`config.mk`:
```
export PLATFORM = sky130hd
export DESIGN_NAME = fp32_mul_seq
export DESIGN_NICKNAME = d
export VERILOG_FILES = /design/src/rtl/fp32_mul_seq.sv
export SDC_FILE = /design/constraint.sdc
export NUM_CORES = 1
export LEC_CHECK = 0
export CORE_UTILIZATION = 25
export CTS_CLUSTER_SIZE = 25
export DETAILED_ROUTE_END_ITERATION = 10
export PLACE_DENSITY = 0.49
export RECOVER_POWER = 25
export REMOVE_ABC_BUFFERS = 1
export SLEW_MARGIN = 20
export SYNTH_ARGS = -nofsm -noshare
export SYNTH_HDL_FRONTEND = slang
export SYNTH_SLANG_ARGS = --single-unit
export TNS_END_PERCENT = 5
```
`constraint.sdc`:
```
create_clock -name clk -period 4.7 [get_ports clk]
set_input_delay 0.94 -clock clk [delete_from_list [all_inputs] [get_ports clk]]
set_output_delay 0.94 -clock clk [all_outputs]
set_load 0.02 [all_outputs]
```
`src/rtl/fp32_mul_seq.sv`:
```
// fp32_mul_seq -- iterative IEEE-754 single-precision multiplier.
//
// Takes two packed fp32 operands over a valid/ready handshake. The 24x24
// significand product is built by a shift-add datapath, then normalised
// and rounded to nearest-even in a single cycle. Denormal operands are
// flushed to zero and denormal results are never produced.
//
// Build option:
//   FP32_MUL_RADIX4_EN  when defined, MUL retires two multiplier bits per
//                       cycle (12 MUL cycles instead of 24). Results and
//                       flags are identical in both builds.
//
// Parameter:
//   EXC_QNAN   1: exception result is canonical qNaN 32'h7FC00000
//              0: exception result is {sign, 8'hFF, 23'd0}
//
// Ports:
//   clk, rst              clock, synchronous active-high reset
//   in_valid / in_ready   operand handshake (a, b)
//   out_valid / out_ready result handshake (result + flags)
//   result                packed fp32 product
//   Exception             an operand had exponent 8'hFF
//   Overflow              product exponent >= 255
//   Underflow             product exponent <= 0 with nonzero operands
//   busy                  FSM is not in IDLE
//
// Handshake: a transfer happens on any rising edge where valid & ready are
// both high. in_ready is high only in IDLE; out_valid is high only in DONE,
// and result/flags hold their value until the cycle after out_ready is seen.

module fp32_mul_seq #(
    parameter bit EXC_QNAN = 1'b0
) (
    input  logic        clk,
    input  logic        rst,
    input  logic        in_valid,
    output logic        in_ready,
    input  logic [31:0] a,
    input  logic [31:0] b,
    output logic        out_valid,
    input  logic        out_ready,
    output logic [31:0] result,
    output logic        Exception,
    output logic        Overflow,
    output logic        Underflow,
    output logic        busy
);

    typedef enum logic [1:0] {
        IDLE = 2'd0,
        MUL  = 2'd1,
        NORM = 2'd2,
        DONE = 2'd3
    } state_t;

`ifdef FP32_MUL_RADIX4_EN
    localparam logic [4:0] LAST_CNT = 5'd11;
`else
    localparam logic [4:0] LAST_CNT = 5'd23;
`endif

    state_t      state_q, state_d;
    logic        sign_q, sign_d;
    logic [7:0]  ea_q, ea_d;
    logic [7:0]  eb_q, eb_d;
    logic [47:0] mcand_q, mcand_d;
    logic [23:0] mplier_q, mplier_d;
    logic [47:0] acc_q, acc_d;
    logic [4:0]  cnt_q, cnt_d;
    logic [31:0] result_q, result_d;
    logic        exc_q, exc_d;
    logic        ovf_q, ovf_d;
    logic        unf_q, unf_d;
`ifdef FP32_MUL_RADIX4_EN
    logic [47:0] mcand3_q, mcand3_d;
`endif

    // Operand decode at the input port (only meaningful in IDLE).
    logic        in_sign;
    logic        in_exc;
    logic        in_zero;
    logic [31:0] exc_result;
    logic [23:0] in_ma;

    always_comb begin
        in_sign    = a[31] ^ b[31];
        in_exc     = (a[30:23] == 8'hFF) || (b[30:23] == 8'hFF);
        in_zero    = (a[30:23] == 8'h00) || (b[30:23] == 8'h00);
        exc_result = EXC_QNAN ? 32'h7FC0_0000 : {in_sign, 8'hFF, 23'd0};
        in_ma      = {1'b1, a[22:0]};
    end

    // Normalise / round / exponent from the finished product in acc_q.
    logic [22:0] mant_pre;
    logic        guard_bit;
    logic        sticky_bit;
    logic        norm_n;
    logic        round_up;
    logic [23:0] mant_rnd;
    logic        rnd_carry;
    logic [22:0] mant_fin;
    logic [9:0]  exp_sum;
    logic        exp_ovf;
    logic        exp_unf;

    always_comb begin
        norm_n = acc_q[47];
        if (acc_q[47]) begin
            mant_pre   = acc_q[46:24];
            guard_bit  = acc_q[23];
            sticky_bit = |acc_q[22:0];
        end else begin
            mant_pre   = acc_q[45:23];
            guard_bit  = acc_q[22];
            sticky_bit = |acc_q[21:0];
        end
        round_up  = guard_bit & (sticky_bit | mant_pre[0]);
        mant_rnd  = {1'b0, mant_pre} + {23'd0, round_up};
        rnd_carry = mant_rnd[23];
        // A carry out of the rounder means the mantissa was all ones; the
        // rounded significand is exactly 2.0, so the fraction becomes zero.
        mant_fin  = rnd_carry ? 23'd0 : mant_rnd[22:0];
        // 10-bit two's complement: range is -125..383, so no wrap.
        exp_sum   = {2'b00, ea_q} + {2'b00, eb_q} + {9'd0, norm_n}
                  + {9'd0, rnd_carry} - 10'd127;
        exp_ovf   = $signed(exp_sum) >= 10'sd255;
        exp_unf   = $signed(exp_sum) <= 10'sd0;
    end

    always_comb begin
        state_d  = state_q;
        sign_d   = sign_q;
        ea_d     = ea_q;
        eb_d     = eb_q;
        mcand_d  = mcand_q;
        mplier_d = mplier_q;
        acc_d    = acc_q;
        cnt_d    = cnt_q;
        result_d = result_q;
        exc_d    = exc_q;
        ovf_d    = ovf_q;
        unf_d    = unf_q;
`ifdef FP32_MUL_RADIX4_EN
        mcand3_d = mcand3_q;
`endif

        case (state_q)
            IDLE: begin
                if (in_valid) begin
                    sign_d   = in_sign;
                    ea_d     = a[30:23];
                    eb_d     = b[30:23];
                    mcand_d  = {24'd0, in_ma};
                    mplier_d = {1'b1, b[22:0]};
                    acc_d    = 48'd0;
                    cnt_d    = 5'd0;
`ifdef FP32_MUL_RADIX4_EN
                    mcand3_d = {24'd0, in_ma} + {23'd0, in_ma, 1'b0};
`endif
                    // Inf/NaN wins over zero, so Inf*0 reports Exception.
                    if (in_exc) begin
                        result_d = exc_result;
                        exc_d    = 1'b1;
                        ovf_d    = 1'b0;
                        unf_d    = 1'b0;
                        state_d  = DONE;
                    end else if (in_zero) begin
                        result_d = {in_sign, 31'd0};
                        exc_d    = 1'b0;
                        ovf_d    = 1'b0;
                        unf_d    = 1'b0;
                        state_d  = DONE;
                    end else begin
                        state_d  = MUL;
                    end
                end
            end

            MUL: begin
`ifdef FP32_MUL_RADIX4_EN
                case (mplier_q[1:0])
                    2'b01:   acc_d = acc_q + mcand_q;
                    2'b10:   acc_d = acc_q + {mcand_q[46:0], 1'b0};
                    2'b11:   acc_d = acc_q + mcand3_q;
                    default: acc_d = acc_q;
                endcase
                mcand_d  = {mcand_q[45:0], 2'b00};
                mcand3_d = {mcand3_q[45:0], 2'b00};
                mplier_d = {2'b00, mplier_q[23:2]};
`else
                if (mplier_q[0]) begin
                    acc_d = acc_q + mcand_q;
                end
                mcand_d  = {mcand_q[46:0], 1'b0};
                mplier_d = {1'b0, mplier_q[23:1]};
`endif
                cnt_d = cnt_q + 5'd1;
                if (cnt_q == LAST_CNT) begin
                    state_d = NORM;
                end
            end

            NORM: begin
                exc_d = 1'b0;
                ovf_d = 1'b0;
                unf_d = 1'b0;
                if (exp_ovf) begin
                    result_d = {sign_q, 8'hFF, 23'd0};
                    ovf_d    = 1'b1;
                end else if (exp_unf) begin
                    result_d = {sign_q, 31'd0};
                    unf_d    = 1'b1;
                end else begin
                    result_d = {sign_q, exp_sum[7:0], mant_fin};
                end
                state_d = DONE;
            end

            DONE: begin
                if (out_ready) begin
                    state_d = IDLE;
                end
            end

            default: state_d = IDLE;
        endcase
    end

    always_ff @(posedge clk) begin
        if (rst) begin
            state_q  <= IDLE;
            sign_q   <= 1'b0;
            ea_q     <= 8'd0;
            eb_q     <= 8'd0;
            mcand_q  <= 48'd0;
            mplier_q <= 24'd0;
            acc_q    <= 48'd0;
            cnt_q    <= 5'd0;
            result_q <= 32'd0;
            exc_q    <= 1'b0;
            ovf_q    <= 1'b0;
            unf_q    <= 1'b0;
`ifdef FP32_MUL_RADIX4_EN
            mcand3_q <= 48'd0;
`endif
        end else begin
            state_q  <= state_d;
            sign_q   <= sign_d;
            ea_q     <= ea_d;
            eb_q     <= eb_d;
            mcand_q  <= mcand_d;
            mplier_q <= mplier_d;
            acc_q    <= acc_d;
            cnt_q    <= cnt_d;
            result_q <= result_d;
            exc_q    <= exc_d;
            ovf_q    <= ovf_d;
            unf_q    <= unf_d;
`ifdef FP32_MUL_RADIX4_EN
            mcand3_q <= mcand3_d;
`endif
        end
    end

    always_comb begin
        in_ready  = (state_q == IDLE);
        out_valid = (state_q == DONE);
        busy      = (state_q != IDLE);
        result    = result_q;
        Exception = exc_q;
        Overflow  = ovf_q;
        Underflow = unf_q;
    end

endmodule

```
==> impl_summary.txt, run 1 <==
----------------------------------------------------
[Cells and area]
  Layout cells sized above 1 ... 7.53%
  Layout overhead on the synthesized area ... 21.9%
  Total Nets Final ... 1548
  Post-route standard cell area excluding fillers ... around 13000 sq um
  Number of cells in the finished layout apart from fillers ... between 2000 and 2500
  Number of diodes added for antenna fixing ... 0

[Floorplanning]
  Number of standard-cell rows in the floorplan ... 76
  Starting Density ... around a quarter
  Top-Level Pins ... roughly 110
  Placeable core area ... 43100 sq um
  Full die area ... roughly 45000 sq um
  Die boundary width ... ~210 um
  Die boundary height ... approximately 210 um

[Global route]
  Global-route wire length before repair ... between 50000 and 60000 um
  Sum of overflow across all layers after global routing ... 0
  Global-route usage over all layers ... about 14%
  Maximum number of pins on one net before global-route repair ... 95
  Number of antenna violations at the first check in global routing ... 0
  Number of global-route vias before repair ... around 9800

[STA]
  Sum of negative setup slack ... 0 ps
  Setup repair after global routing missed its margin ... no
  Count of endpoints failing hold in the final timing report ... 0
  Fin Clk Skew ... roughly 8.3 ps
  Final Max Slew Viols ... 27
  Headroom to the max-slew limit ... -5.56%
  Maximum clock frequency ... 0.226 GHz
  Period Utilization, post-route ... between 90% and 100%
  Worst-margin pin slew ... ~1600 ps
  Number of failing setup endpoints in the final timing report ... 0
  Minimum clock period ... around 4400 ps

[Critical path]
  Cell with the largest stage delay on the worst path ... sky130_fd_sc_hd__dfxtp_2
  Origin of the worst setup path ... acc_q[47]$_SDFFE_PP0P_
  Required @ worst endpoint ... ~5000 ps
  Largest fanout on the critical path ... 16
  CP Depth ... 22
  Buffering stage count on the worst path with inverters included ... 4
  CP max stage delay ... around 400 ps
  Critical path endpoint category ... register
  CP Class ... register to register
  Chain of cells forming the critical path ... mux2i_1, nor4b_4, nor3b_4, and2b_2, nor3b_4, nand2_2, nor2_4, fa_1, inv_1, fa_1, nor2b_1, o21ai_1, a21oi_1, o21ai_1, a21boi_1, o21ai_0, o41ai_2, buf_4, nor4_4, buf_4, clkbuf_8, a22o_1
  Worst path top cell family by delay ... simple AND/OR/NAND/NOR gates
  WP data arrival ... between 4000 and 5000 ps
  Worst-case reg-to-reg path depth ... 22
  Start of the worst register-to-register path ... acc_q[47]$_SDFFE_PP0P_
  Type of origin of the critical path ... register

[Drt]
  Total number of vias ... 9858
  Average wire per cell in the routed design ... between 15 and 20 um
  Remaining number of nets flagged by the antenna check after routing ... 0
  Post-detailed-routing wire length ... 31200 um
  Initial DRC Count ... about 530
  Number of remaining DRC errors ... 0
  Initial DRT Pass Iterations ... 5
  Vias/cell ... ~4.9

[Clocking]
  Sink count of the clock tree ... ~180
  Root Driver ... sky130_fd_sc_hd__clkbuf_16
  Clock transition time at the flip-flop clock pins of the worst setup and hold paths ... around 70 ps
  Depth of the CTS H-tree ... 4
  Clk buf depth ... 2
  CTS tree ... done
  Clock latency at the later pin of the worst-skew pair ... 450 ps
  Number of CTS-inserted buffers ... 17

[Placement]
  Port-buffer cells ... 105
  RD Place Congestion ... ~0.84
  HPWL after DPL ... between 20000 and 25000 um
  Area of placed instances ... between 10000 and 15000 sq um
  Inst Count DP ... 1970

[Synthesis]
  Count of warnings emitted by yosys ... 0
  Number of synthesized flops with an enable pin ... 0
  Register area share after synthesis ... 32.8%
  Post-synthesis instance area ... between 10000 and 15000 sq um
  Share of flip-flops with an asynchronous set or reset ... 0%
  Seq cells post-synth ... roughly 180
  Cells after Synth ... about 1300
  Post-synth top area share ... between 30 and 40%
  Top cell types by occurrence after synthesis ... 179 x sky130_fd_sc_hd__dfxtp_1, 156 x sky130_fd_sc_hd__nor2_1, 111 x sky130_fd_sc_hd__a21oi_1
  Mean instance size in the synthesized netlist ... about 8.3 sq um
  Number of different library cells in the post-synthesis netlist ... 78
  Synth top area cells ... sky130_fd_sc_hd__dfxtp_1 33%, sky130_fd_sc_hd__ha_1 7.8%, sky130_fd_sc_hd__nor2_1 5.4%
  Most common flop cell mapped by yosys ... sky130_fd_sc_hd__dfxtp_1
  Library cell with the highest instance count after synthesis ... sky130_fd_sc_hd__dfxtp_1
  Cell taking the most area after synthesis ... sky130_fd_sc_hd__dfxtp_1

[Outcome]
  Run status ... finished with violations
  Failing checks ... max-capacitance violations, max-slew violations

[Power]
  Total power per unit cell area ... 402 nW/um^2
  Leakage dissipation ... roughly 5.3 nW
  Maximum vdd drop ... 0.270 mV

[Hold path]
  Worst min-delay path category ... register to register
  Cells on Worst Hold Path ... 2
  Hold wc startpoint ... Underflow$_SDFFE_PP0P_

[Job]
  # Max-Cap Violations ... 1

----------------------------------------------------
-- cells in the final DEF (no fill, tap or decap), types with 13 or more instances in the layout --
cell and count:
sky130_fd_sc_hd__dfxtp_1 177, sky130_fd_sc_hd__nor2_1 156, sky130_fd_sc_hd__o21ai_1 16, sky130_fd_sc_hd__clkbuf_16 17
sky130_fd_sc_hd__xor2_1 21, sky130_fd_sc_hd__o21ai_0 44, sky130_fd_sc_hd__dlygate4sd3_1 23, sky130_fd_sc_hd__ha_1 67
sky130_fd_sc_hd__nand4_1 22, sky130_fd_sc_hd__nand2_1 109, sky130_fd_sc_hd__nor2b_1 13, sky130_fd_sc_hd__a22o_1 25
sky130_fd_sc_hd__a211oi_1 66, sky130_fd_sc_hd__a21oi_1 110, sky130_fd_sc_hd__inv_1 27, sky130_fd_sc_hd__and3_1 17
sky130_fd_sc_hd__clkdlybuf4s50_1 81, sky130_fd_sc_hd__a22oi_1 55, sky130_fd_sc_hd__nor3_1 18, sky130_fd_sc_hd__nand3_1 15
sky130_fd_sc_hd__xnor2_1 28, sky130_fd_sc_hd__buf_4 43, sky130_fd_sc_hd__a21o_1 38, sky130_fd_sc_hd__mux2i_1 55
-- tightest hold or removal path: stages (launching register included) --
cell and delay [ps]:
sky130_fd_sc_hd__dfxtp_1 310, sky130_fd_sc_hd__nand2_1 50, sky130_fd_sc_hd__a21oi_1 50
-- registers in the layout (all words and copies together), names as in the netlist --
signal,cells
ea_q,8
sign_q,1
state_q,2
Overflow,1
Exception,1
mplier_q,24
result,32
mcand_q,48
cnt_q,5
Underflow,1
eb_q,8
acc_q,48
-- layer usage --
metal / vias up / part of all wire (%) / track usage, %
li1: 5047 / - / -
met4: 0 / 1.3 / 4.35
met2: 144 / 46 / 23.8
met3: 25 / 3.0 / 2.29
met1: 4642 / 49 / 19.0
met5: - / 0 / 0
-- power by group --
group | internal [mW] | total, mW | leakage (nW) | switching [mW]
clock network | 0.812 | 1.47 | 0.279 | 0.653
logic | 0.730 | 1.97 | 3.60 | 1.24
registers | 1.75 | 1.92 | 1.46 | 0.170
total | 3.29 | 5.36 | 5.34 | 2.06
-- area by class of cell --
class                           count  area (sq um)
Clock buffer                       20           457
Timing Repair Buffer              152          1410
Inverter                           27           101
Multi-Input combinational cell   1032          6920
Fill cell                        4528         29700
Clock inverter                     11           128
Tap cell                          585           732
Sequential cell                   179          3590
-- cells by family (layout without fill, tap and decap cells) --
logic type	count (synthesis)	after routing	share of synthesized area, %
XOR/XNOR	49	49	3.92
AND/OR/NAND/NOR	415	415	18.2
multiplexers	58	58	5.34
adder cells (fa/ha/maj)	71	71	8.33
AO/OA/AOI/OAI	439	439	27.2
buffers and inverters	113	210	4.21
flip-flops	179	179	32.8
-- repair_timing --
item,CTS,global route
pin swaps,9,2
buffers inserted,0,4
hold buffers,0,0
gates cloned,0,0
gates resized for setup,1,2
endpoints found under the setup margin,22,16
-- stage by stage --
| step | hold slack [ps] | utilization [%] | setup WS (ps) | power (mW) |
|---|---|---|---|---|
| floorplan | 430 | - | -3670 | 3.34 |
| global placement | 450 | 29.5 | -13.9 | 3.94 |
| detailed placement | 451 | 29.5 | -180 | 3.97 |
| CTS | 461 | 30.9 | -138 | 5.46 |
| global route | 477 | 30.9 | 2.96 | 5.72 |
| finish | 457 | 30.9 | 269 | 5.36 |
-- final timing paths --
path,to,slack [ps]
setup / recovery,result[19]$_SDFFE_PP0P_,270
hold / removal,Underflow$_SDFFE_PP0P_,460
setup reg to reg,result[19]$_SDFFE_PP0P_,270
hold reg to reg,Underflow$_SDFFE_PP0P_,460
No activity file was read; power rests on OpenSTA's default activity.
==> inputs of run 2 (changes only) <==
--- a/config.mk
+++ b/config.mk
@@ -6,6 +6,7 @@
 export NUM_CORES = 1
 export LEC_CHECK = 0
 export CORE_UTILIZATION = 25
+export CTS_BUF_LIST = sky130_fd_sc_hd__clkbuf_16
 export CTS_CLUSTER_SIZE = 25
 export DETAILED_ROUTE_END_ITERATION = 10
 export PLACE_DENSITY = 0.49
==> run 2 against run 1 <==
Compared with the run above:
- the flow still finishes with violations (max-capacitance violations, max-slew violations)
- power fell by 0.57%
- worst hold slack barely moved
- sequential power barely moved
- critical path depth did not move
- critical path type unchanged
- largest power group unchanged
==> impl_summary.txt, run 2 (synthesis results as in run 1) <==
----------------------------------------------------
[Outcome]
  Run status ... finished with violations
  Failing checks ... max-capacitance violations, max-slew violations

[Cells and area]
  Register Area ... 3590 sq um (unchanged)
  Number of diodes added for antenna fixing ... 0 (unchanged)
  Layout cells sized above 1 ... 7.39% (-0.14 points)
  Total Nets Final ... 1548 (unchanged)
  Area used by multi-input combinational logic ... 6920 sq um (unchanged)
  Fillers ... 4531 (+0.066%)
  Core utilization of the finished layout ... 30.9% (-0.046 points)
  Most used cells in the layout excluding fill and tap cells ... 177 x sky130_fd_sc_hd__dfxtp_1, 156 x sky130_fd_sc_hd__nor2_1, 110 x sky130_fd_sc_hd__a21oi_1
  Most common cell after layout, fill and taps aside ... sky130_fd_sc_hd__dfxtp_1
  Layout overhead on the synthesized area ... 21.7%

[Clocking]
  CTS tree ... done
  Depth of the CTS H-tree ... 4 (unchanged)
  Number of CTS-inserted buffers ... 17 (unchanged)
  Clk buf depth ... 2 (unchanged)
  Clock transition time at the flip-flop clock pins of the worst setup and hold paths ... 70 ps (about the same)
  Sink count of the clock tree ... 179 (unchanged)
  Hold_buf cts ... 0 (unchanged)
  Clock latency at the later pin of the worst-skew pair ... 450 ps (about the same)
  Root Driver ... sky130_fd_sc_hd__clkbuf_16

[STA]
  Count of endpoints failing hold in the final timing report ... 0 (unchanged)
  Fin Clk Skew ... 8.27 ps (+0.00935 ps)
  Worst path setup slack after routing ... 270 ps (+0.432 ps)
  Worst-margin pin slew ... 1590 ps (+3.80 ps)
  Period Utilization, post-route ... 94.3% (about the same)
  Setup repair after global routing missed its margin ... no
  Maximum clock frequency ... 0.226 GHz (about the same)
  Headroom to the max-slew limit ... -5.81% (-0.25 points)
  Number of failing setup endpoints in the final timing report ... 0 (unchanged)
  Minimum clock period ... 4430 ps (-0.432 ps)
  Final Max Slew Viols ... 27 (unchanged)

[Drt]
  Remaining number of nets flagged by the antenna check after routing ... 0 (unchanged)
  Number of remaining DRC errors ... 0 (unchanged)
  Post-detailed-routing wire length ... 31200 um (+0.17%)
  Initial DRT Pass Iterations ... 5 (unchanged)
  Total number of vias ... 9880 (+0.22%)
  Initial DRC Count ... 537 (+2.1%)
  Vias/cell ... 4.93 (+0.22%)
  Average wire per cell in the routed design ... 15.6 um (+0.17%)

[Placement]
  RD Place Congestion ... 0.836 (unchanged)
  DP Worst Slack ... -180 ps (unchanged)
  Port-buffer cells ... 105 (unchanged)
  HPWL after DPL ... 22800 um (unchanged)

[Global route]
  Number of antenna violations at the first check in global routing ... 0 (unchanged)
  Global-route wire length before repair ... 51400 um (about the same)
  Sum of overflow across all layers after global routing ... 0 (unchanged)
  Global-route usage over all layers ... 14.4% (about the same)
  Number of global-route vias before repair ... 9783 (+0.031%)
  Maximum number of pins on one net before global-route repair ... 95 (unchanged)

[Critical path]
  Critical path endpoint category ... register
  Required @ worst endpoint ... 5040 ps (about the same)
  WP data arrival ... 4770 ps (about the same)
  CP max stage delay ... 400 ps (about the same)
  Largest fanout on the critical path ... 16 (unchanged)
  Chain of cells forming the critical path ... mux2i_1, nor4b_4, nor3b_4, and2b_2, nor3b_4, nand2_2, nor2_4, fa_1, inv_1, fa_1, nor2b_1, o21ai_1, a21oi_1, o21ai_1, a21boi_1, o21ai_0, o41ai_2, buf_4, nor4_4, buf_4, clkbuf_8, a22o_1
  CP Class ... register to register
  Cell with the largest stage delay on the worst path ... sky130_fd_sc_hd__dfxtp_2
  Type of origin of the critical path ... register

[Floorplanning]
  Top-Level Pins ... 106 (unchanged)
  Starting Density ... 25.4% (unchanged)
  Number of standard-cell rows in the floorplan ... 76 (unchanged)
  Full die area ... 44600 sq um (unchanged)
  Die boundary width ... 211 um (unchanged)
  Placeable core area ... 43100 sq um (unchanged)
  Die boundary height ... 211 um (unchanged)

[Power]
  Maximum vdd drop ... 0.281 mV (+4.0%)
  Total power per unit cell area ... 400 nW/um^2 (-0.42%)
  Leakage dissipation ... 5.33 nW (-0.13%)

[Job]
  # Max-Cap Violations ... 1 (unchanged)

[Hold path]
  Worst min-delay path category ... register to register

----------------------------------------------------
## run 2: metal layers
layer,vias up,track usage (%),part of all wire [%]
li1,5050,-,-
met1,4652,19.0,49
met2,153,23.8,46
met3,25,2.29,3.0
met4,0,4.35,1.3
met5,-,0,0
## run 2: what timing repair did
item / 4_1_cts / 5_1_grt
endpoints found under the setup margin: 22 / 16
pin swaps: 9 / 2
setup buffers: 0 / 4
resized for setup: 1 / 2
## run 2: layout make-up
| type | count | share of cell area (%) |
|---|---|---|
| clock inverter | 14 | 1.04 |
| sequential | 179 | 26.9 |
| multi-input combinational | 1032 | 52.0 |
| timing repair buffer | 152 | 10.6 |
| tap | 585 | 5.50 |
| clock buffer | 17 | 3.20 |
| inverter | 27 | 0.761 |
## run 2: where the power goes
part | switching [mW] | internal, mW | leakage, nW
combinational | 1.24 | 0.730 | 3.60
clock | 0.654 | 0.777 | 0.272
sequential | 0.170 | 1.75 | 1.46
total | 2.07 | 3.26 | 5.33
## run 2: worst paths after layout
check	slack, ps	to	cells after the start	startpoint
max	270	result[19]$_SDFFE_PP0P_	22	acc_q[47]$_SDFFE_PP0P_
min	460	Underflow$_SDFFE_PP0P_	2	Underflow$_SDFFE_PP0P_
max reg2reg	270	result[19]$_SDFFE_PP0P_	22	acc_q[47]$_SDFFE_PP0P_
min reg2reg	460	Underflow$_SDFFE_PP0P_	2	Underflow$_SDFFE_PP0P_
## run 2: worst max-delay path: cells and delay by family, from the launching register on
kind | cells | cell delay (ps)
AO/OA/AOI/OAI | 7 | 1240
adder cells (fa/ha/maj) | 2 | 590
buffers and inverters | 4 | 610
flip-flops | 1 | 400
multiplexers | 1 | 140
AND/OR/NAND/NOR | 8 | 1340
## run 2: per-stage QoR
stage / std cells / setup TNS [ps] / hold slack (ps) / area, sq um / power (mW)
CTS: 2001 / -2620 / 461 / 13300 / 5.42
floorplan: 1238 / -244400 / 430 / 10600 / 3.34
global route: 2006 / 0 / 477 / 13300 / 5.69
global placement: 1970 / -229 / 450 / 12700 / 3.94
finish: 2006 / 0 / 457 / 13300 / 5.32
detailed placement: 1970 / -3590 / 451 / 12700 / 3.97
